[config.mk]
export PLATFORM = sky130hd
export DESIGN_NAME = id_stage
export DESIGN_NICKNAME = d
export VERILOG_FILES = /design/src/rtl/id_pkg.sv /design/src/rtl/id_regfile.sv /design/src/rtl/id_stage.sv
export SDC_FILE = /design/constraint.sdc
export NUM_CORES = 2
export LEC_CHECK = 0
export ABC_AREA = 1
export CAP_MARGIN = 20
export CELL_PAD_IN_SITES_DETAIL_PLACEMENT = 0
export CELL_PAD_IN_SITES_GLOBAL_PLACEMENT = 1
export CORE_UTILIZATION = 40
export DETAILED_ROUTE_END_ITERATION = 8
export PLACE_DENSITY = 0.75
export SKIP_LAST_GASP = 1
export SYNTH_ARGS = -nofsm -noshare
export SYNTH_HDL_FRONTEND = slang
export SYNTH_SLANG_ARGS = --single-unit
[constraint.sdc]
create_clock -name i_clk -period 5.4 [get_ports i_clk]
set_clock_uncertainty 0.05 [all_clocks]
set_input_delay 0.54 -clock i_clk [delete_from_list [all_inputs] [get_ports i_clk]]
set_output_delay 0.54 -clock i_clk [all_outputs]
set_load 0.01 [all_outputs]
[src/rtl/id_pkg.sv]
// Shared decode definitions for the ID stage: opcodes, ALU-op encoding, control bundle.
// Used by id_stage; no configuration macros here.
package id_pkg;

    localparam logic [6:0] OP_R      = 7'b0110011;
    localparam logic [6:0] OP_IMM    = 7'b0010011;
    localparam logic [6:0] OP_LOAD   = 7'b0000011;
    localparam logic [6:0] OP_STORE  = 7'b0100011;
    localparam logic [6:0] OP_BRANCH = 7'b1100011;

    typedef enum logic [1:0] {
        ALU_ADD    = 2'b00,
        ALU_BRANCH = 2'b01,
        ALU_FUNC   = 2'b10
    } alu_op_e;

    typedef struct packed {
        logic    alu_src;
        logic    mem_read;
        logic    mem_write;
        logic    reg_write;
        logic    mem_to_reg;
        logic    branch;
        alu_op_e alu_op;
        logic    illegal;
    } ctrl_t;

    localparam ctrl_t CTRL_NONE = '0;

    function automatic ctrl_t decode_ctrl(input logic [6:0] opcode);
        ctrl_t c;
        c = CTRL_NONE;
        case (opcode)
            OP_R: begin
                c.reg_write = 1'b1;
                c.alu_op    = ALU_FUNC;
            end
            OP_IMM: begin
                c.reg_write = 1'b1;
                c.alu_src   = 1'b1;
                c.alu_op    = ALU_FUNC;
            end
            OP_LOAD: begin
                c.reg_write  = 1'b1;
                c.alu_src    = 1'b1;
                c.mem_read   = 1'b1;
                c.mem_to_reg = 1'b1;
            end
            OP_STORE: begin
                c.alu_src   = 1'b1;
                c.mem_write = 1'b1;
            end
            OP_BRANCH: begin
                c.branch = 1'b1;
                c.alu_op = ALU_BRANCH;
            end
            default: c.illegal = 1'b1;
        endcase
        return c;
    endfunction

    // Only these formats carry a real rs2 operand; elsewhere bits [24:20] are immediate.
    function automatic logic uses_rs2(input logic [6:0] opcode);
        return (opcode == OP_R) || (opcode == OP_STORE) || (opcode == OP_BRANCH);
    endfunction

endpackage

[src/rtl/id_regfile.sv]
// Integer register file, two combinational reads and one write, x0 hardwired to zero.
// REGFILE_WRITE_THROUGH_EN: a same-cycle write to a read index is bypassed to that read.
module id_regfile #(
    parameter int DATA_W = 32,
    parameter int REG_AW = 5
) (
    input  logic              clk_i,
    input  logic              reset_i,
    input  logic              we_i,
    input  logic [REG_AW-1:0] waddr_i,
    input  logic [DATA_W-1:0] wdata_i,
    input  logic [REG_AW-1:0] raddr1_i,
    input  logic [REG_AW-1:0] raddr2_i,
    output logic [DATA_W-1:0] rdata1_o,
    output logic [DATA_W-1:0] rdata2_o
);

    logic [DATA_W-1:0] regs_q [2**REG_AW];

    always_ff @(posedge clk_i) begin
        if (reset_i) begin
            for (int i = 0; i < 2**REG_AW; i++) begin
                regs_q[i] <= '0;
            end
        end else if (we_i && (waddr_i != '0)) begin
            regs_q[waddr_i] <= wdata_i;
        end
    end

    always_comb begin
        rdata1_o = (raddr1_i == '0) ? '0 : regs_q[raddr1_i];
        rdata2_o = (raddr2_i == '0) ? '0 : regs_q[raddr2_i];
`ifdef REGFILE_WRITE_THROUGH_EN
        if (we_i && (waddr_i != '0) && (waddr_i == raddr1_i)) rdata1_o = wdata_i;
        if (we_i && (waddr_i != '0) && (waddr_i == raddr2_i)) rdata2_o = wdata_i;
`endif
    end

endmodule

[src/rtl/id_stage.sv]
// Decode stage: IF/ID and ID/EX registers, regfile, immediate/control decode, load-use stall.
// Honours REGFILE_WRITE_THROUGH_EN through the id_regfile instance.
module id_stage
    import id_pkg::*;
#(
    parameter int DATA_W = 32,
    parameter int REG_AW = 5
) (
    input  logic              i_clk,
    input  logic              i_reset,
    input  logic [DATA_W-1:0] i_pc,
    input  logic [31:0]       i_instr,
    input  logic              i_flush,
    input  logic              i_regWrite,
    input  logic [REG_AW-1:0] i_rdAddr,
    input  logic [DATA_W-1:0] i_rdData,
    output logic              o_stall,
    output logic              o_valid,
    output logic [DATA_W-1:0] o_pc,
    output logic [DATA_W-1:0] o_rs1Data,
    output logic [DATA_W-1:0] o_rs2Data,
    output logic [DATA_W-1:0] o_imm,
    output logic [REG_AW-1:0] o_rs1,
    output logic [REG_AW-1:0] o_rs2,
    output logic [REG_AW-1:0] o_rd,
    output logic [2:0]        o_funct3,
    output logic              o_funct7b5,
    output logic              o_aluSrc,
    output logic              o_memRead,
    output logic              o_memWrite,
    output logic              o_regWrite,
    output logic              o_memToReg,
    output logic              o_branch,
    output logic [1:0]        o_aluOp,
    output logic              o_illegal
);

    typedef struct packed {
        logic              valid;
        logic [DATA_W-1:0] pc;
        logic [DATA_W-1:0] rs1_data;
        logic [DATA_W-1:0] rs2_data;
        logic [DATA_W-1:0] imm;
        logic [REG_AW-1:0] rs1;
        logic [REG_AW-1:0] rs2;
        logic [REG_AW-1:0] rd;
        logic [2:0]        funct3;
        logic              funct7b5;
        ctrl_t             ctrl;
    } idex_t;

    logic [DATA_W-1:0] ifid_pc_q, ifid_pc_d;
    logic [31:0]       ifid_instr_q, ifid_instr_d;
    logic              ifid_valid_q, ifid_valid_d;
    idex_t             idex_q, idex_d;

    logic [6:0]        opcode;
    logic [REG_AW-1:0] dec_rs1, dec_rs2;
    logic [DATA_W-1:0] rf_rdata1, rf_rdata2;
    logic [31:0]       imm32;
    idex_t             decoded;
    logic              hazard;

    assign opcode  = ifid_instr_q[6:0];
    assign dec_rs1 = ifid_instr_q[15 +: REG_AW];
    assign dec_rs2 = ifid_instr_q[20 +: REG_AW];

    id_regfile #(
        .DATA_W (DATA_W),
        .REG_AW (REG_AW)
    ) u_regfile (
        .clk_i    (i_clk),
        .reset_i  (i_reset),
        .we_i     (i_regWrite),
        .waddr_i  (i_rdAddr),
        .wdata_i  (i_rdData),
        .raddr1_i (dec_rs1),
        .raddr2_i (dec_rs2),
        .rdata1_o (rf_rdata1),
        .rdata2_o (rf_rdata2)
    );

    always_comb begin
        imm32 = '0;
        case (opcode)
            OP_IMM, OP_LOAD: imm32 = {{20{ifid_instr_q[31]}}, ifid_instr_q[31:20]};
            OP_STORE:        imm32 = {{20{ifid_instr_q[31]}}, ifid_instr_q[31:25], ifid_instr_q[11:7]};
            OP_BRANCH:       imm32 = {{19{ifid_instr_q[31]}}, ifid_instr_q[31], ifid_instr_q[7],
                                      ifid_instr_q[30:25], ifid_instr_q[11:8], 1'b0};
            default:         imm32 = '0;
        endcase
    end

    // An empty IF/ID slot decodes to an all-zero bubble.
    always_comb begin
        decoded = '0;
        if (ifid_valid_q) begin
            decoded.valid    = 1'b1;
            decoded.pc       = ifid_pc_q;
            decoded.rs1_data = rf_rdata1;
            decoded.rs2_data = rf_rdata2;
            decoded.imm      = DATA_W'($signed(imm32));
            decoded.rs1      = dec_rs1;
            decoded.rs2      = dec_rs2;
            decoded.rd       = ifid_instr_q[7 +: REG_AW];
            decoded.funct3   = ifid_instr_q[14:12];
            decoded.funct7b5 = ifid_instr_q[30];
            decoded.ctrl     = decode_ctrl(opcode);
        end
    end

    assign hazard = idex_q.valid && idex_q.ctrl.mem_read && (idex_q.rd != '0) && ifid_valid_q &&
                    ((idex_q.rd == dec_rs1) || (uses_rs2(opcode) && (idex_q.rd == dec_rs2)));

    assign o_stall = hazard && !i_flush && !i_reset;

    always_comb begin
        ifid_pc_d    = ifid_pc_q;
        ifid_instr_d = ifid_instr_q;
        ifid_valid_d = ifid_valid_q;
        idex_d       = '0;
        if (i_flush) begin
            ifid_valid_d = 1'b0;
        end else if (!hazard) begin
            ifid_pc_d    = i_pc;
            ifid_instr_d = i_instr;
            ifid_valid_d = 1'b1;
            idex_d       = decoded;
        end
    end

    always_ff @(posedge i_clk) begin
        if (i_reset) begin
            ifid_pc_q    <= '0;
            ifid_instr_q <= '0;
            ifid_valid_q <= 1'b0;
            idex_q       <= '0;
        end else begin
            ifid_pc_q    <= ifid_pc_d;
            ifid_instr_q <= ifid_instr_d;
            ifid_valid_q <= ifid_valid_d;
            idex_q       <= idex_d;
        end
    end

    assign o_valid    = idex_q.valid;
    assign o_pc       = idex_q.pc;
    assign o_rs1Data  = idex_q.rs1_data;
    assign o_rs2Data  = idex_q.rs2_data;
    assign o_imm      = idex_q.imm;
    assign o_rs1      = idex_q.rs1;
    assign o_rs2      = idex_q.rs2;
    assign o_rd       = idex_q.rd;
    assign o_funct3   = idex_q.funct3;
    assign o_funct7b5 = idex_q.funct7b5;
    assign o_aluSrc   = idex_q.ctrl.alu_src;
    assign o_memRead  = idex_q.ctrl.mem_read;
    assign o_memWrite = idex_q.ctrl.mem_write;
    assign o_regWrite = idex_q.ctrl.reg_write;
    assign o_memToReg = idex_q.ctrl.mem_to_reg;
    assign o_branch   = idex_q.ctrl.branch;
    assign o_aluOp    = idex_q.ctrl.alu_op;
    assign o_illegal  = idex_q.ctrl.illegal;

endmodule

* After elaboration in Yosys (flattened, before gate mapping) *
Memory sizes are Yosys's and may differ from the RTL's. A register that Yosys moved wholly into a read port is not among the register bits.
Cells that the tools add are included.

storage, ports and cells
  flip-flop bits (word level) = 221
  RAM bits = 1024
  output and inout bits = 158
  memories kept = 1

memories
  name              depth  width  read ports  clocked after Yosys merged registers in  write ports  line              RTL
  u_regfile.regs_q  32     32     2           2                                        32           id_regfile.sv:18  logic [DATA_W-1:0] regs_q [2**REG_AW];

cells by class
  equal/unequal tests = 7
  multiplexer cells = 23
  bitwise gates (word level) = 3
  reductions and logical operators = 29

operators with widths
  cell                                                  number
  two-way mux 157 bit                                   1
  two-way mux 32 bit                                    3
  case mux 32 bit (3 select lines)                      1
  OR reduction 32 bit                                   1
  two-way mux 5 bit                                     5
  OR reduction 5 bit                                    3
  equality test 7 x 6 -> 1 bit (second input constant)  2
  two-way mux 1 bit                                     12
  equality test 5 bit                                   2
  logical NOT 5 bit                                     2
  nonzero test 5 bit                                    2
  OR reduction 3 bit                                    3
  logical AND 1 bit                                     8
  equality test 7 x 2 -> 1 bit (second input constant)  1
  equality test 7 x 5 -> 1 bit (second input constant)  1
  equality test 7 bit (second input constant)           1
  OR reduction 2 bit                                    3
  case mux 2 bit (2 select lines)                       1
  OR reduction 4 bit                                    1
  logical OR 1 bit                                      3
  NOT 1 bit                                             3
  logical NOT 1 bit                                     2
  AND reduction 2 bit                                   1

* Logic depth before layout (Yosys ltp) *
  depth after elaboration = 10
  depth in mapped cells = 14

* Cells and area by module *
Synthesis repeated with hierarchy kept, for this count alone.

unflattened totals
  cell total of the unflattened synthesis = 8184
  area, all modules = 63908.8 um2

by module, submodules not included
  module      instances  cells an instance  area each (um2)  sequential area each (um2)
  id_regfile  1          7252               56525.5          30749.5
  id_stage    1          932                7383.3           4043.9

* Least setup slack after synthesis *
Ideal clock, no wire load.

  path kind = input-to-reg
  start = input port i_rdAddr[4]
  end = memory u_regfile.regs_q[28][0] (enable)
  setup time = 0.478 ns
  arrival = 2.133 ns
  required time = 4.872 ns
  slack = 2.739 ns
  stages on the path = 9
  buffers on the path = 1
  path through = nor2_1 -> inv_2 -> nor2_1 -> nand2_1 -> nand3_1 -> inv_1 -> nand2_1 -> clkbuf_1 -> nand2_1

RTL lines
  element          line              RTL
  start, declared  id_stage.sv:15    input logic [REG_AW-1:0] i_rdAddr,
  end, declared    id_regfile.sv:18

* Worst setup path after layout *
  start = register ifid_instr_q[2]
  end = output port o_stall

between the ends
  word-level cells in the longest chain between the ends = 8
  elaborated cells between the ends (all ways) = 10
  those cells by class = eq/ne: 3; reduce/logical: 7

ends and longest elaborated chain
  element                             line             RTL
  start, declared                     id_stage.sv:53   logic [31:0] ifid_instr_q, ifid_instr_d;
  start signal, assigned              id_stage.sv:140  ifid_instr_q <= ifid_instr_d;
  equality test 7 x 6 -> 1 bit        id_pkg.sv:64     return (opcode == OP_R) || (opcode == OP_STORE) || (opcode == OP_BRANCH);
  logical OR 1 bit                    id_pkg.sv:64
  logical OR 1 bit (*)                id_pkg.sv:64
  logical AND 1 bit (*)               id_stage.sv:113  ((idex_q.rd == dec_rs1) || (uses_rs2(opcode) && (idex_q.rd == dec_rs2)));
  logical OR 1 bit (*)                id_stage.sv:113
  logical AND 1 bit (*)               id_stage.sv:112  assign hazard = idex_q.valid && idex_q.ctrl.mem_read && (idex_q.rd != '0) && ifid_valid_q &&
  logical AND 1 bit (*) (2 in a row)  id_stage.sv:115  assign o_stall = hazard && !i_flush && !i_reset;
  end, declared                       id_stage.sv:17   output logic o_stall,

Mark *: on every way between the ends. The rest lies on a longest branch, timed or not.

==> results.py <==
metrics = {
    "sta": {
        "hold_viol_final": 0,
        "max_freq_mhz": 270,
        "timing.setup.tns_ns": 0,
        "slew_violations": 0,
        "tightest_slew_ns": 1.16,
        "fin_crit_ns": 3.71,
        "hold-worst-slack_ns": 0.101,
        "setup-violations-final": 0,
        "relSlewSlack_pct": 22.5,
        "rsz0062_at_grt": "false",
        "fin_crit_sh_pct": 68.6,
    },
    "cells_and_area": {
        "utilization_pct": 46.1,
        "multi_input_area_sq_um": 21800,
        "fillers": 14745,
        "fin_cells": 9257,
        "drive_above_1_share_pct": 6.55,
        "mostFrequentLayoutCells": "nor2_1, edfxtp_1, nand3_1, a21oi_1, inv_1",
        "final_common_cell": "nor2_1",
        "regArea_sq_um": 35000,
        "finalNetCount": 7196,
        "synthToLayoutAreaGrowth_pct": 14.3,
    },
    "global_routing": {
        "grt_pass1_wl_um": 336000,
        "grt_max_degree": 171,
        "grt_overflow": 0,
        "track_usage_pct": 28.9,
        "antenna_found_initial": 3,
        "grt_pass1_vias": 50894,
    },
    "synth": {
        "yosysSeqAreaShare_pct": 56.3,
        "avgSynthCellArea_sq_um": 8.65,
        "synthSimpleGateAreaFrac_pct": 18.9,
        "synth_fa_ha_area_share_pct": 0,
        "yosysUniqueCellTypes": 26,
        "syn_inst": 7179,
        "ys_ff_latch": 1236,
        "synth_top_family_by_area": "simple AND/OR/NAND/NOR gates",
        "netlist_area_sq_um": 62100,
        "synth_compound_area_share_pct": 15.6,
        "synth_xor_area_share_pct": 0.0564,
        "ys.warnings.count": 0,
        "muxShareOfSynthArea_pct": 0,
    },
    "placed_design": {
        "place_congestion": 0.887,
        "port_buffers": 262,
        "hpwl_um": 136000,
        "dp_cells": 8986,
    },
    "die": {
        "initial_core_util_pct": 40.3,
        "core_area_sq_um": 154000,
        "num_rows": 144,
        "dieWidth_um": 396,
        "die_area_sq_um": 157000,
        "ios": 263,
        "fp.dieH_um": 396,
    },
    "detailed_routing": {
        "dr.first_iter.drc_count": 6775,
        "drc": 0,
        "first_pass_iters": 7,
        "wl_met1_um": 90800,
        "detail_route.wl_per_cell_um": 25.2,
        "route.met2.wl_um": 104000,
        "vias": 54139,
        "dr_wl_met3_um": 26800,
        "ant_nets": 0,
        "wl_um": 233000,
        "top_layer": "met5",
        "viasPerCell": 5.85,
    },
    "clock_tree": {
        "clockRootBuffer": "clkbuf_16",
        "post_cts_buffers": 0,
        "hold_buffers": 0,
        "ctsResizeCount": 0,
        "cts_buffer_depth": 3,
        "clock_sinks": 1236,
        "cts_buffers": 144,
        "path_clk_slew_ns": 0.06,
        "cts_tree": "done",
        "insertion_delay_ns": 0.79,
        "cts-htree-levels": 4,
    },
    "critical_path": {
        "critPathKind": "flip-flop to output port",
        "ff2ff_path_depth": 9,
        "startpoint_type": "flip-flop",
        "r2r-end": "o_rs1Data[10]$_SDFF_PP0_",
        "startpoint": "ifid_instr_q[2]$_SDFFE_PP0N_",
        "crit_end": "o_stall",
        "cp_max_fo": 67,
        "cp.arrival_ns": 3.12,
        "r2r_slack_ns": 2.03,
        "end_kind": "output port",
        "cp.required_ns": 4.81,
    },
    "power_and_ir_drop": {
        "switching_share_pct": 27.9,
        "p_switching_mw": 6.63,
        "p_per_area_nw_per_um2": 335,
        "pwr-share-clk_pct": 40.5,
        "power_leakage_nw": 26.9,
        "seq_power_share_pct": 46.6,
        "p_int_mw": 17.1,
        "ir_drop_mv": 0.354,
        "combPwrFrac_pct": 13.0,
    },
    "hold_path": {
        "hold_class": "input pin to flip-flop",
        "min-delay-start": "i_reset",
    },
    "run_status": {
        "status": "finished clean",
    },
    "job": {
        "maxCapViolations": 0,
    },
}
## synthesized netlist by cell type (all sizes together)
library cell / count / area (sq um)
a21oi: 717 / 3590
a31oi: 1 / 6.26
buf: 356 / 1740
clkbuf: 340 / 1280
clkinv: 1 / 3.75
conb: 1 / 3.75
dfxtp: 212 / 4240
edfxtp: 1024 / 30700
inv: 697 / 2620
nand2: 601 / 2260
nand3: 965 / 4830
nand4: 3 / 18.8
nor2: 1221 / 4590
nor3: 12 / 76.3
o211ai: 380 / 2850
o21ai: 642 / 3210
o22ai: 2 / 12.5
xnor2: 1 / 8.76
xor2: 3 / 26.3
## power groups by stage
stage / logic, mW / clock network, mW / registers, mW
6_report: 3.08 / 9.61 / 11.1
4_1_cts: 3.01 / 9.72 / 11.1
5_1_grt: 3.30 / 10.1 / 11.1
2_1_floorplan: 1.87 / 0 / 11.1
3_3_place_gp: 2.96 / 0 / 11.2
3_5_place_dp: 3.00 / 0 / 11.3
## per-stage QoR
step                worst slack, ns  cell area [sq um]  total power, mW
finish                         1.69              71000             23.8
global placement               1.32              66200             14.2
detailed placement             1.40              66300             14.3
global route                   1.42              71000             24.5
floorplan                      2.74              62200             13.0
CTS                            1.65              70900             23.8
## routing by layer
metal	up-vias	global-route usage, %
met3	563	6.83
met2	3291	45.1
met4	6	13.6
li1	24310	-
met1	25969	37.9
met5	-	0
## cell type report
class	count	share of cell area (%)
clock buffer	199	5.71
clock inverter	65	0.737
tap	2044	3.60
multi-input combinational	4580	30.7
inverter	698	3.72
antenna	4	0.0141
sequential	1236	49.3
timing repair buffer	431	6.23
## sequential cells by signal, summed over array words and instances, names as in the netlist, 3 cells and up, named ones only
name	count
o_rs1	5
o_imm	13
ifid_instr_q	32
o_pc	32
o_funct3	3
ifid_pc_q	32
u_regfile.regs_q	1024
o_rs1Data	32
o_rs2Data	32
o_rd	5
o_rs2	5
## worst max-delay path, cell delays in order (launching register included)
cell             delay, ns
dfxtp_1               0.31
nor2_1                0.17
nand2_1               0.13
inv_1                 0.09
nand2_1               0.10
nand2_1               0.12
nand3_1               0.08
nand2_1               0.10
nand2_4               0.40
nor2_1                0.23
clkdlybuf4s50_1       0.58
## cell families (layout without fill, tap and decap cells)
kind of cell / Yosys count / after routing
AND/OR/NAND/NOR: 2802 / 2802
XOR/XNOR: 4 / 4
AO/OA/AOI/OAI: 1742 / 1742
flip-flops: 1236 / 1236
other: 1 / 36
buffers and inverters: 1394 / 1393
## how the worst min path moves through the flow
stage / to / slack [ns] / depth (start not counted)
2_1_floorplan: o_funct3[0]$_SDFF_PP0_ / 0.36 / 2
3_3_place_gp: o_pc[9]$_SDFF_PP0_ / 0.36 / 2
3_5_place_dp: o_pc[26]$_SDFF_PP0_ / 0.37 / 2
4_1_cts: ifid_valid_q$_SDFFE_PP0N_ / 0.03 / 2
5_1_grt: ifid_valid_q$_SDFFE_PP0N_ / 0.07 / 2
6_report: ifid_valid_q$_SDFFE_PP0N_ / 0.10 / 2
Power figures use the tool's default switching activity.
